===== config.mk =====
export PLATFORM = sky130hd
export DESIGN_NAME = serial_addsub_unit
export DESIGN_NICKNAME = d
export VERILOG_FILES = /design/src/rtl/addsub_pkg.sv /design/src/rtl/ha_cell.sv /design/src/rtl/serial_addsub_unit.sv
export SDC_FILE = /design/constraint.sdc
export NUM_CORES = 1
export LEC_CHECK = 0
export CORE_MARGIN = 4
export CORE_UTILIZATION = 45
export CTS_CLUSTER_DIAMETER = 200
export DETAILED_ROUTE_END_ITERATION = 8
export GPL_TIMING_DRIVEN = 0
export PLACE_DENSITY = 0.72
export SYNTH_ARGS = -nofsm -noshare
export SYNTH_HDL_FRONTEND = slang
export SYNTH_SLANG_ARGS = --single-unit

===== constraint.sdc =====
create_clock -name clk -period 3.2 [get_ports clk]
set_clock_uncertainty 0.1 [all_clocks]
set_input_delay 0.64 -clock clk [delete_from_list [all_inputs] [get_ports clk]]
set_output_delay 0.64 -clock clk [all_outputs]
set_load 0.005 [all_outputs]

===== src/rtl/addsub_pkg.sv =====
// Shared FSM state encoding and operation-mode constants for the serial add/sub unit.
package addsub_pkg;

    typedef enum logic [1:0] {
        IDLE  = 2'd0,
        SHIFT = 2'd1,
        DONE  = 2'd2
    } state_t;

    localparam logic MODE_ADD = 1'b0;
    localparam logic MODE_SUB = 1'b1;

endpackage


===== src/rtl/ha_cell.sv =====
// Combinational half adder; two of these plus a carry register form the serial full adder.
module ha_cell (
    input  logic a,
    input  logic b,
    output logic sum,
    output logic carry
);

    assign sum   = a ^ b;
    assign carry = a & b;

endmodule


===== src/rtl/serial_addsub_unit.sv =====
// Bit-serial adder/subtractor, LSB first, one result bit per clock.
// Optional signed-overflow output enabled by defining SERIAL_ADDSUB_OVF_EN.
module serial_addsub_unit #(
    parameter int WIDTH = 8
) (
    input  logic             clk,
    input  logic             rst_n,
    input  logic             start,
    input  logic             mode,
    input  logic [WIDTH-1:0] a,
    input  logic [WIDTH-1:0] b,
    output logic             busy,
    output logic             done,
    output logic [WIDTH-1:0] result,
    output logic             cout
`ifdef SERIAL_ADDSUB_OVF_EN
    ,
    output logic             ovf
`endif
);

    import addsub_pkg::*;

    localparam int CW = (WIDTH > 1) ? $clog2(WIDTH) : 1;
    localparam logic [CW-1:0] LAST_BIT = CW'(WIDTH - 1);

    state_t          state;
    state_t          next_state;
    logic [WIDTH-1:0] sa;
    logic [WIDTH-1:0] sb;
    logic            c;
    logic [CW-1:0]   bitcnt;
    logic            accept;
    logic            last_bit;
    logic            ha1_sum;
    logic            ha1_carry;
    logic            bit_sum;
    logic            ha2_carry;
    logic            carry_next;

    ha_cell u_ha1 (
        .a     (sa[0]),
        .b     (sb[0]),
        .sum   (ha1_sum),
        .carry (ha1_carry)
    );

    ha_cell u_ha2 (
        .a     (ha1_sum),
        .b     (c),
        .sum   (bit_sum),
        .carry (ha2_carry)
    );

    assign carry_next = ha1_carry | ha2_carry;
    assign accept     = start && ((state == IDLE) || (state == DONE));
    assign last_bit   = (bitcnt == LAST_BIT);
    assign busy       = (state == SHIFT);
    assign done       = (state == DONE);

    always_ff @(posedge clk) begin
        if (!rst_n) begin
            state <= IDLE;
        end else begin
            state <= next_state;
        end
    end

    always_comb begin
        next_state = state;
        case (state)
            IDLE:    if (start) next_state = SHIFT;
            SHIFT:   if (last_bit) next_state = DONE;
            DONE:    next_state = start ? SHIFT : IDLE;
            default: next_state = IDLE;
        endcase
    end

    // Subtraction is a + ~b + 1: invert b on load and seed the carry with the mode bit.
    always_ff @(posedge clk) begin
        if (!rst_n) begin
            sa     <= '0;
            sb     <= '0;
            c      <= 1'b0;
            bitcnt <= '0;
            result <= '0;
            cout   <= 1'b0;
        end else if (accept) begin
            sa     <= a;
            sb     <= (mode == MODE_SUB) ? ~b : b;
            c      <= mode;
            bitcnt <= '0;
            result <= '0;
        end else if (state == SHIFT) begin
            c      <= carry_next;
            result <= {bit_sum, result[WIDTH-1:1]};
            sa     <= {1'b0, sa[WIDTH-1:1]};
            sb     <= {1'b0, sb[WIDTH-1:1]};
            bitcnt <= bitcnt + CW'(1);
            if (last_bit) begin
                cout <= carry_next;
            end
        end
    end

`ifdef SERIAL_ADDSUB_OVF_EN
    // On the final bit, c still holds the carry into the MSB.
    always_ff @(posedge clk) begin
        if (!rst_n) begin
            ovf <= 1'b0;
        end else if (!accept && (state == SHIFT) && last_bit) begin
            ovf <= c ^ carry_next;
        end
    end
`endif

endmodule

* After elaboration in Yosys (flattened, before gate mapping)
Cells that the tools add are included.
Storage, ports and cells: flip-flop bits (word level) 31, input port bits 20, output and inout port bits 11, logic and storage cells 39
Operators by class: $add $sub $neg 1, equal/unequal tests 5, multiplexer cells 11, bitwise gates (word level) 8, reduce and logical (&&, ||, !) cells 7
Operators by type and width (count):
- $mux 8 | 5
- $not 8->8 | 1
- $pmux 2 s3 | 1
- $mux 2 | 2
- $add 3x1->3 const B | 1
- $eq 3x3->1 const B | 1
- $mux 1 | 3
- $reduce_and 3->1 | 1
- $and 1x1->1 | 2
- $eq 2x1->1 const B | 1
- $eq 2x2->1 const B | 1
- $logic_not 2->1 | 1
- $ne 2x1->1 const B | 1
- $ne 2x2->1 const B | 1
- $not 1->1 | 2
- $reduce_and 2->1 | 1
- $reduce_bool 2->1 | 1
- $reduce_or 2->1 | 1
- $xor 1x1->1 | 2
- $logic_and 1x1->1 | 1
- $logic_or 1x1->1 | 1
- $or 1x1->1 | 1

* Depth between registers and ports, before layout
depth in word-level cells 5, mapped depth 6, gate-level depth less buffers 5

* Hierarchy
Synthesis repeated with hierarchy kept, for this count alone.
Unflattened totals: cells, all modules 153, area, all modules 1341.3 um^2
Modules (own cells, without submodules):
- serial_addsub_unit | instances 1, cells an instance 151, area each 1316.3 um^2
- ha_cell | instances 2, cells an instance 1, area each 12.5 um^2

* Worst setup path after synthesis
OpenSTA, ideal clock, no wires.
path type reg-to-output, start point register state[1], end point output busy, arrival 743 ps, required time 2460 ps, slack 1717 ps, stages on the path, launching flop included 5, path buffers 2, cell sequence dfxtp_1 nand2b_1 inv_2 buf_6 buf_6
Between the ends: word-level cells in the longest chain between the ends 1
RTL lines:
- start: declaration | line serial_addsub_unit.sv:27 | state_t state;
- start signal: assignment | line serial_addsub_unit.sv:65 | state <= next_state;
- $eq 2x1->1 | line serial_addsub_unit.sv:58 | assign busy = (state == SHIFT);
- end: declaration | line serial_addsub_unit.sv:12 | output logic busy,
No other way between the ends.

* Worst setup path in the final report
Ends and elaborated chain as after synthesis.

==> impl_metrics.csv <==
group,metric,value,unit
route,first_pass_iters,4,
worst_setup_path,cp-end-kind,"output pin",
synthesis,yosysWarnings,0,
run,cap_viol_max_count,0,
route,vias_per_cell,5.41,
pwr,leakage,0.652,nW
clocking,cts_buffers,5,
route,drtAntennaViolNets,0,
status,outcome,"finished clean",
sta,maxSlewViolCount,0,
finish,utilization,0.624,
synthesis,yosys.area.top_type_share,0.443,
synthesis,synth.avg_cell_area,9.15,sq um
finish,syn2layout_area_growth,27.1,%
die,die_area,0.00407,sq mm
sta,hold_viol,0,
synthesis,synth_cell_types,28,
global_route,grt_pass1_vias,1177,
worst_setup_path,cp_common_cell,"buf_6",
synthesis,synth_nets,176,
placed_design,pre_cts_slack,1120,ps
sta,max_freq,415,MHz
synthesis,synth.area.top_cells,"dfxtp_1 (44%), nand2_1 (6.4%), a21boi_1 (5.9%), a21oi_2 (5.6%), xor2_1 (5.0%)",
global_route,grt.overflow.total,0,
route,wl,2.94,mm
worst_setup_path,max_stage_delay,500,ps
sta,tightest_slew,415,ps
sta,post-route-period-util,0.753,
die,rows,19,
worst_setup_path,rrSetupSlack,1970,ps
clocking,clock-sinks,31,
placed_design,place_area,0.00173,sq mm
synthesis,yosysTopAreaCell,"dfxtp_1",
die,io_pins,31,
clocking,clk-insertion-delay-late,320,ps
route,drc,0,
sta,grt_setup_unrepaired,"no",
global_route,antenna_found_initial,0,
synthesis,ys_ff_latch,31,
min_path,hp-class,"reg -> reg",
worst_setup_path,critPathMaxFanout,10,
synthesis,ys.flop_type,"dfxtp_1",
sta,max-slew-margin-rel,0.723,
sta,tns,0,ps
pwr,peakVddDrop,238,uV
route,drtIter0Drc,88,
clocking,clockBufferDepth,2,
finish,final_cell_mix,"dfxtp_1 (31), clkdlybuf4s50_1 (29), nand2_1 (24), nand3_1 (11), a21boi_1 (11)",
pwr,power_density,430,mW/mm^2
synthesis,seq_area_frac_synth,0.443,
die,die_x,63.8,um
global_route,grt_usage,0.159,
clocking,post-cts-setup-buffers,0,
finish,drive_above_1_share,0.153,
clocking,cts_resized,0,
worst_setup_path,critPathKind,"reg -> out",
die,core_region_area,0.00285,sq mm
placed_design,dpl.hpwl,2.18,mm
clocking,ctsHoldBuffers,0,
sta,hold-worst-slack,370,ps
clocking,cts-root-buf,"clkbuf_4",
die,initial_core_util,0.491,
worst_setup_path,critical-path-slowest-cell,"clkdlybuf4s50_1",
synthesis,netlist_instances,153,
global_route,grt_pass1_wl,5.11,mm
sta,period_needed,2410,ps
placed_design,gp_congestion,0.752,
sta,setup_ws,789,ps
worst_setup_path,crit_path_cell_trace,"nand2b_1 > inv_2 > buf_6 > buf_6 > clkdlybuf4s50_1",
clocking,cts_tree,"built",
synthesis,synth_edf_count,0,
clocking,cts.clk_slew.worst_paths,90,ps
global_route,grt_max_degree,11,
placed_design,io_buffers,29,
worst_setup_path,critical_path_arrival,1670,ps
worst_setup_path,required,2460,ps
finish,layout_commonest_cell,"dfxtp_1",
synthesis,synth_area,0.00140,sq mm
finish,num-nets-final,212,
synthesis,async_flop_share,0,
finish,stdcell_area,0.00178,sq mm
route,vias,1195,
route,wire_per_inst,13.3,um
sta,setup_viol,0,
clocking,htree_levels,2,
die,die_h,63.8,um
finish,diodes,0,
worst_setup_path,critPathLaunchType,"flop",
[final cells by class]
cell class,count,area (sq um)
plain buffers,14,103
clock buffers,7,45.0
clock inverters,1,5.00
fillers,272,1070
inverters,2,7.51
multi-input cells,106,669
flip-flops and latches,31,621
well taps,31,38.8
repair buffers,29,290
[through the flow]
step,power (W),instances
2_1_floorplan,0.000516,153
3_3_place_gp,0.000561,213
3_5_place_dp,0.000566,213
4_1_cts,0.000773,221
5_1_grt,0.000806,221
6_report,0.000765,221
[cell usage after synthesis (2+ instances only)]
library cell and n:
nor2_1 7, buf_2 4, buf_6 4, a22oi_1 8
buf_4 4, nor2b_1 2, clkbuf_1 2, o221ai_1 6
a21oi_2 9, ha_1 2, a21boi_1 11, nand2_1 24
o21ai_1 2, dfxtp_1 31, nor3_1 6, xor2_1 8
nand2b_1 2, nand3_1 11
[sequential cells by signal, indices dropped and copies added, names as in the netlist]
signal	cells
result	8
sa	8
sb	8
bitcnt	3
state	2
c	1
cout	1
[layer usage]
metal | track usage | vias up | share of wire | wire [um]
li1 | - | 597 | - | -
met4 | 0.0836 | 0 | 0.023 | 68
met1 | 0.192 | 549 | 0.44 | 1300
met5 | 0 | - | 0 | 0
met3 | 0.0438 | 6 | 0.050 | 148
met2 | 0.258 | 43 | 0.49 | 1430
[logic make-up after synthesis]
logic type / count (synthesis) / share of synthesized area
buf+inv: 16 / 0.0786
fa+ha+maj: 3 / 0.0322
compound gates: 39 / 0.214
simple gates: 55 / 0.175
xor+xnor: 9 / 0.0563
flops: 31 / 0.443
[path summary, 6_finish.rpt]
check,cells after the start,end,from
worst max-delay path,5,busy,state[1]$_SDFFE_PN0P_
worst min register to register,2,sb[7]$_SDFFE_PN0P_,sb[7]$_SDFFE_PN0P_
worst min-delay path,2,sb[7]$_SDFFE_PN0P_,sb[7]$_SDFFE_PN0P_
worst max register to register,3,c$_SDFFE_PN0P_,c$_SDFFE_PN0P_
[where the power goes]
part	switching (W)	total, W	internal (W)	leakage [nW]
registers	0.0000133	0.000421	0.000407	0.253
clock network	0.000123	0.000208	0.0000855	0.0293
logic	0.0000679	0.000136	0.0000686	0.370
total	0.000204	0.000765	0.000562	0.652
[worst max-delay path, delay by kind of cell, from the launching register on]
kind,cells,cell delay [ps]
flip-flops,1,310
AND/OR/NAND/NOR,1,180
buffers and inverters,4,860
(Power assumes the default switching activity.)
